==> config.mk <==
export PLATFORM = sky130hd
export DESIGN_NAME = backtrack_ctrl
export DESIGN_NICKNAME = d
export VERILOG_FILES = /design/src/rtl/backtrack_ctrl.sv
export SDC_FILE = /design/constraint.sdc
export NUM_CORES = 1
export LEC_CHECK = 0
export ABC_AREA = 1
export CAP_MARGIN = 10
export CORE_MARGIN = 2
export CORE_UTILIZATION = 55
export CTS_BUF_LIST = sky130_fd_sc_hd__clkbuf_8
export DETAILED_ROUTE_END_ITERATION = 8
export DONT_BUFFER_PORTS = 1
export PLACE_DENSITY = 0.7
export SYNTH_ARGS = -nofsm -noshare
export SYNTH_HDL_FRONTEND = slang
export SYNTH_SLANG_ARGS = --single-unit
==> constraint.sdc <==
create_clock -name clock -period 3.58 [get_ports clock]
set_input_delay 0.895 -clock clock [delete_from_list [all_inputs] [get_ports clock]]
set_output_delay 0.895 -clock clock [all_outputs]
set_load 0.01 [all_outputs]
==> src/rtl/backtrack_ctrl.sv <==
// -----------------------------------------------------------------------------
// backtrack_ctrl
//
// Conflict-resolution sequencer for the DPLL solver. After a conflict the
// top-level control pulses start. This block then owns the trace stack, the
// var state table and the imply queue until it finishes. It flushes the imply
// queue and pops the trace down to the most recent decision, unassigning each
// implied variable. It flips that decision's value in the var state table and
// re-pushes it as an implied entry. If the trace empties before a decision is
// found, the formula is unsatisfiable.
//
// Ports:
//   clock, reset      : system clock; synchronous active-high reset
//   start             : begin a backtrack (only honoured in IDLE)
//   empty_trace       : trace stack is empty
//   var/val/type_out_trace : top-of-trace entry (type 1 = decision)
//   pop_trace         : pop the trace top at this edge
//   push_trace, var/val/type_in_trace : push an entry at this edge
//   write_vs, var_in_vs, val_in_vs, unassign_in_vs : var state table write
//   clear_imply       : one-cycle flush of the imply queue
//   busy              : backtrack in progress (registered)
//   done              : one-cycle completion pulse (registered)
//   unsat             : sticky, no decision left to flip (registered)
//   flip_var          : decision variable that was flipped, valid with done
//   unwind_cnt        : entries popped, flipped decision included (saturating)
// -----------------------------------------------------------------------------
`ifndef MAX_VARS_BITS
`define MAX_VARS_BITS 8
`endif

module backtrack_ctrl #(
    parameter int VAR_BITS = `MAX_VARS_BITS,
    parameter int CNT_BITS = `MAX_VARS_BITS + 1
) (
    input  logic                clock,
    input  logic                reset,
    input  logic                start,
    input  logic                empty_trace,
    input  logic [VAR_BITS-1:0] var_out_trace,
    input  logic                val_out_trace,
    input  logic                type_out_trace,
    output logic                pop_trace,
    output logic                push_trace,
    output logic [VAR_BITS-1:0] var_in_trace,
    output logic                val_in_trace,
    output logic                type_in_trace,
    output logic                write_vs,
    output logic [VAR_BITS-1:0] var_in_vs,
    output logic                val_in_vs,
    output logic                unassign_in_vs,
    output logic                clear_imply,
    output logic                busy,
    output logic                done,
    output logic                unsat,
    output logic [VAR_BITS-1:0] flip_var,
    output logic [CNT_BITS-1:0] unwind_cnt
);

    typedef enum logic [2:0] {
        S_IDLE,
        S_FLUSH,
        S_UNWIND,
        S_PUSH,
        S_DONE,
        S_UNSAT
    } state_t;

    state_t              state;
    logic [VAR_BITS-1:0] lat_var;   // decision variable being flipped
    logic                lat_val;   // its new (inverted) value

    // NOTE: sequential state uses non-blocking assignments so every register
    // samples the pre-edge values regardless of statement order.
    always_ff @(posedge clock) begin
        if (reset) begin
            state      <= S_IDLE;
            lat_var    <= '0;
            lat_val    <= 1'b0;
            busy       <= 1'b0;
            done       <= 1'b0;
            unsat      <= 1'b0;
            flip_var   <= '0;
            unwind_cnt <= '0;
        end else begin
            done <= 1'b0;
            case (state)
                S_IDLE: begin
                    if (start) begin
                        state      <= S_FLUSH;
                        busy       <= 1'b1;
                        unwind_cnt <= '0;
                    end
                end
                S_FLUSH: state <= S_UNWIND;
                S_UNWIND: begin
                    if (empty_trace) begin
                        // Nothing left to flip: park in UNSAT until reset.
                        state <= S_UNSAT;
                        busy  <= 1'b0;
                        unsat <= 1'b1;
                    end else begin
                        if (unwind_cnt != '1)
                            unwind_cnt <= unwind_cnt + CNT_BITS'(1);
                        if (type_out_trace) begin
                            lat_var <= var_out_trace;
                            lat_val <= ~val_out_trace;
                            state   <= S_PUSH;
                        end
                    end
                end
                S_PUSH: begin
                    state    <= S_DONE;
                    done     <= 1'b1;
                    flip_var <= lat_var;
                end
                S_DONE: begin
                    state <= S_IDLE;
                    busy  <= 1'b0;
                end
                S_UNSAT: ;
                default: begin
                    state <= S_IDLE;
                    busy  <= 1'b0;
                end
            endcase
        end
    end

    // Strobes are decoded from the state and the trace head. They are gated by
    // reset so an abort mid-unwind issues no further pops or writes.
    always_comb begin
        // NOTE: every output gets a default first so no path infers a latch.
        pop_trace      = 1'b0;
        push_trace     = 1'b0;
        var_in_trace   = '0;
        val_in_trace   = 1'b0;
        type_in_trace  = 1'b0;
        write_vs       = 1'b0;
        var_in_vs      = '0;
        val_in_vs      = 1'b0;
        unassign_in_vs = 1'b0;
        clear_imply    = 1'b0;
        if (!reset) begin
            case (state)
                S_FLUSH: clear_imply = 1'b1;
                S_UNWIND: begin
                    if (!empty_trace) begin
                        pop_trace = 1'b1;
                        write_vs  = 1'b1;
                        var_in_vs = var_out_trace;
                        if (type_out_trace)
                            val_in_vs = ~val_out_trace;
                        else
                            unassign_in_vs = 1'b1;
                    end
                end
                S_PUSH: begin
                    push_trace   = 1'b1;
                    var_in_trace = lat_var;
                    val_in_trace = lat_val;
                end
                default: ;
            endcase
        end
    end

endmodule

==> impl_results.md <==
- Initial antenna violation count: 0
- Cell mode on critical path: inv_2
- Antenna cells: 0
- Synthesis Warnings: 0
- Nets: 220
- Final WL: 3190 um
- Seq/Total Area, Yosys: 42.7%
- Hold Path End: lat_var[3]$_SDFFE_PP0P_
- CP Max Fanout: 8
- Congestion Overflow GR: 0
- WL/cell: 13.6 um
- Hold Path Origin: lat_var[3]$_SDFFE_PP0P_
- Crit path required time: 2.68 ns
- Clock Tree Buf Depth: 2
- RR Startpoint: unwind_cnt[0]$_SDFFE_PP0P_
- Number of synthesized flops with an enable pin: 0
- Top_reg_cell synth: dfxtp_1
- Hold path depth: 2
- Setup violators final: 0
- Worst-Skew Late Latency: 0.28 ns
- Initial core utilization: 59.5%
- Row cnt: 18
- Final worst-path cycle share: 75.7%
- Commonest non-fill, non-tap cells in the layout: 44 x nor2_1, 32 x dfxtp_1, 30 x inv_1
- Post-synthesis register bit count: 32
- IO Port Bufs: 0
- Power per cell area: 513 nW/um^2
- Crit end category: primary output
- DR pass1 iterations: 7
- Crit path arrival time: 1.82 ns
- Post-route minimum period: 2.71 ns
- Pin count of the biggest net entering global routing: 25
- Setup_tns: 0 ns
- Post-CTS Hold Fix Bufs: 0
- Max Freq: 0.369 GHz
- Syn_nets: 219
- Initial DRC count: 46
- Met2 routed WL: 1460 um
- CTS Sinks: 32
- Mapped cell area: 1500 um^2
- Sw Pwr: 0.222 mW
- Top cells by area, synth: dfxtp_1 43%, nor2_1 11%, inv_1 7.2%
- DIE AREA: 3160 um^2
- Multi-input gate area: 704 um^2
- Internal reg-to-reg setup slack: 1.50 ns
- Fill count: 248
- Area growth from synthesis to layout: 7.50%
- Gp weighted congestion: 0.805
- Worst-path cell chain: nor2_4 -> nand2_4 -> nor2_8 -> inv_2 -> nor2_2 -> inv_2 -> nor2_1
- Clock Pin Slew Worst Setup and Hold Paths: 0.07 ns
- TritonCTS Buffers: 5
- Proportion of layout cells with a drive suffix above 1: 15.1%
- Number of global-route vias before repair: 1152
- Cells after Synth: 203
- First-pass GRT wire length: 5200 um
- Antenna Nets Post-Route: 0
- Total core area: 2520 um^2
- Via/cell ratio: 5.49
- Status: completed
- Detail Route met3 WL: 318 um
- Rel. slew slack: 56.2%
- Worst hold path type: reg -> reg
- Sw Ratio: 26.8%
- Post-cts resize count: 0
- RSZ-0062 raised after global routing: no
- Crit Path Category: reg -> out
- Fraction of registers with async set/reset: 0%
- Final Hold Fails: 0
- Critical Path Start Type: register
- Slowest stage cell, crit path: dfxtp_1
- Buf/Inv on CP: 2
- Setup WS post-layout: 0.868 ns
- CTS tree: yes
- Critical path's largest stage delay: 0.37 ns
- Clock power frac: 40.1%
- Top delay family on crit path: simple AND/OR/NAND/NOR gates
- Fin util: 64.0%
- Storage element area: 641 um^2
- Post-Place Worst Slack: 0.955 ns
- Ports: 58
- Post-DP HPWL: 2360 um
- Maxcap violations: 0
- DR DRC count: 0
- Die H: 56.3 um
- H-tree depth: 2
- Chip width: 56.3 um
- Sequential Power Share: 46.7%
- Leak Pwr: 0.693 nW
- M1 WL: 1360 um
- Clock Skew: 0.00674 ns
- Cell taking the most area after synthesis: dfxtp_1
- GRT Total Usage: 21.5%
- Clock root cell: clkbuf_8
- Synthesized area per cell: 7.40 um^2
- Most common cell after layout, fill and taps aside: nor2_1
- Internal power component: 0.606 mW
- Cells on worst reg2reg path: 13
- Netlist cell types: 27
- VDD IR max: 0.449 mV
- Via count: 1291
- Share of the synthesized area in the top cell type: 42.7%
- Slew Limit Fails: 0
- Top layer in use: met4
- Logic pwr share: 13.3%
- Post-CTS setup buffer count: 0
- RR Endpoint: unwind_cnt[7]$_SDFFE_PP0P_
- Worst-Margin Slew: 0.656 ns
==> power by group through the flow <==
stage | Combinational [mW] | Clock [mW] | Sequential, mW
after global routing | 0.124 | 0.354 | 0.388
final | 0.110 | 0.332 | 0.386
after detailed placement | 0.109 | 0 | 0.394
after floorplan | 0.0940 | 0 | 0.391
after CTS | 0.110 | 0.340 | 0.386
after global placement | 0.106 | 0 | 0.393
==> synth_stat cells, types with 4 or more instances <==
master and n:
inv_1 29, nor2_1 44, a31o_2 8, nand3_1 7, inv_2 4, o21ai_0 13, nand4_1 4, nand2_1 19
dfxtp_1 32, a21oi_1 19
==> through the flow <==
stage	std cells	hold slack, ns	area, um^2	total power [mW]
2_1_floorplan	203	0.429	1500	0.485
3_3_place_gp	227	0.441	1510	0.500
3_5_place_dp	227	0.446	1510	0.503
4_1_cts	235	0.456	1610	0.836
5_1_grt	235	0.483	1610	0.866
6_report	235	0.453	1610	0.828
==> state kept, by name, indices dropped and copies added, names as in the netlist <==
name and cells:
lat_var 8, lat_val 1, done 1, state 3, unsat 1, unwind_cnt 9, busy 1, flip_var 8
==> layer usage <==
metal / GRT usage (%) / vias to the layer above
met5: 0 / -
met4: 8.16 / 0
met1: 26.7 / 571
li1: - / 650
met3: 10.1 / 5
met2: 32.3 / 65
==> worst max-delay path by stage <==
stage                               start      endpoint  slack, ns  depth (start not counted)
finish              state[0]$_SDFFE_PP0P_  var_in_vs[2]       0.87                          7
global route        state[0]$_SDFFE_PP0P_  var_in_vs[2]       0.76                          7
CTS                 state[0]$_SDFFE_PP0P_  var_in_vs[2]       0.85                          7
detailed placement            empty_trace  var_in_vs[2]       0.96                          5
global placement              empty_trace  var_in_vs[6]       0.99                          5
floorplan                     empty_trace  var_in_vs[0]       1.18                          5
==> kinds of logic after synthesis <==
group                    count (synthesis)  share of synthesized area, %
flip-flops                              32                          42.7
other                                    1                         0.250
buffers and inverters                   39                          10.4
adder cells (fa/ha/maj)                  2                          1.67
AND/OR/NAND/NOR                         87                          28.8
AO/OA/AOI/OAI                           42                          16.2
==> cell type report <==
| cell class | instances | area share [%] |
|---|---|---|
| clock inverters | 3 | 2.40 |
| multi-input cells | 132 | 43.6 |
| well taps | 30 | 2.33 |
| flip-flops and latches | 32 | 39.7 |
| inverters | 33 | 7.67 |
| clock buffers | 5 | 4.26 |
==> worst register-to-register path: cells and delay by family (launching register included) <==
| kind | cells | cell delay (ns) |
|---|---|---|
| buf+inv | 2 | 0.13 |
| flops | 1 | 0.50 |
| fa+ha+maj | 2 | 0.40 |
| simple gates | 9 | 1.00 |
(Power assumes the default switching activity.)
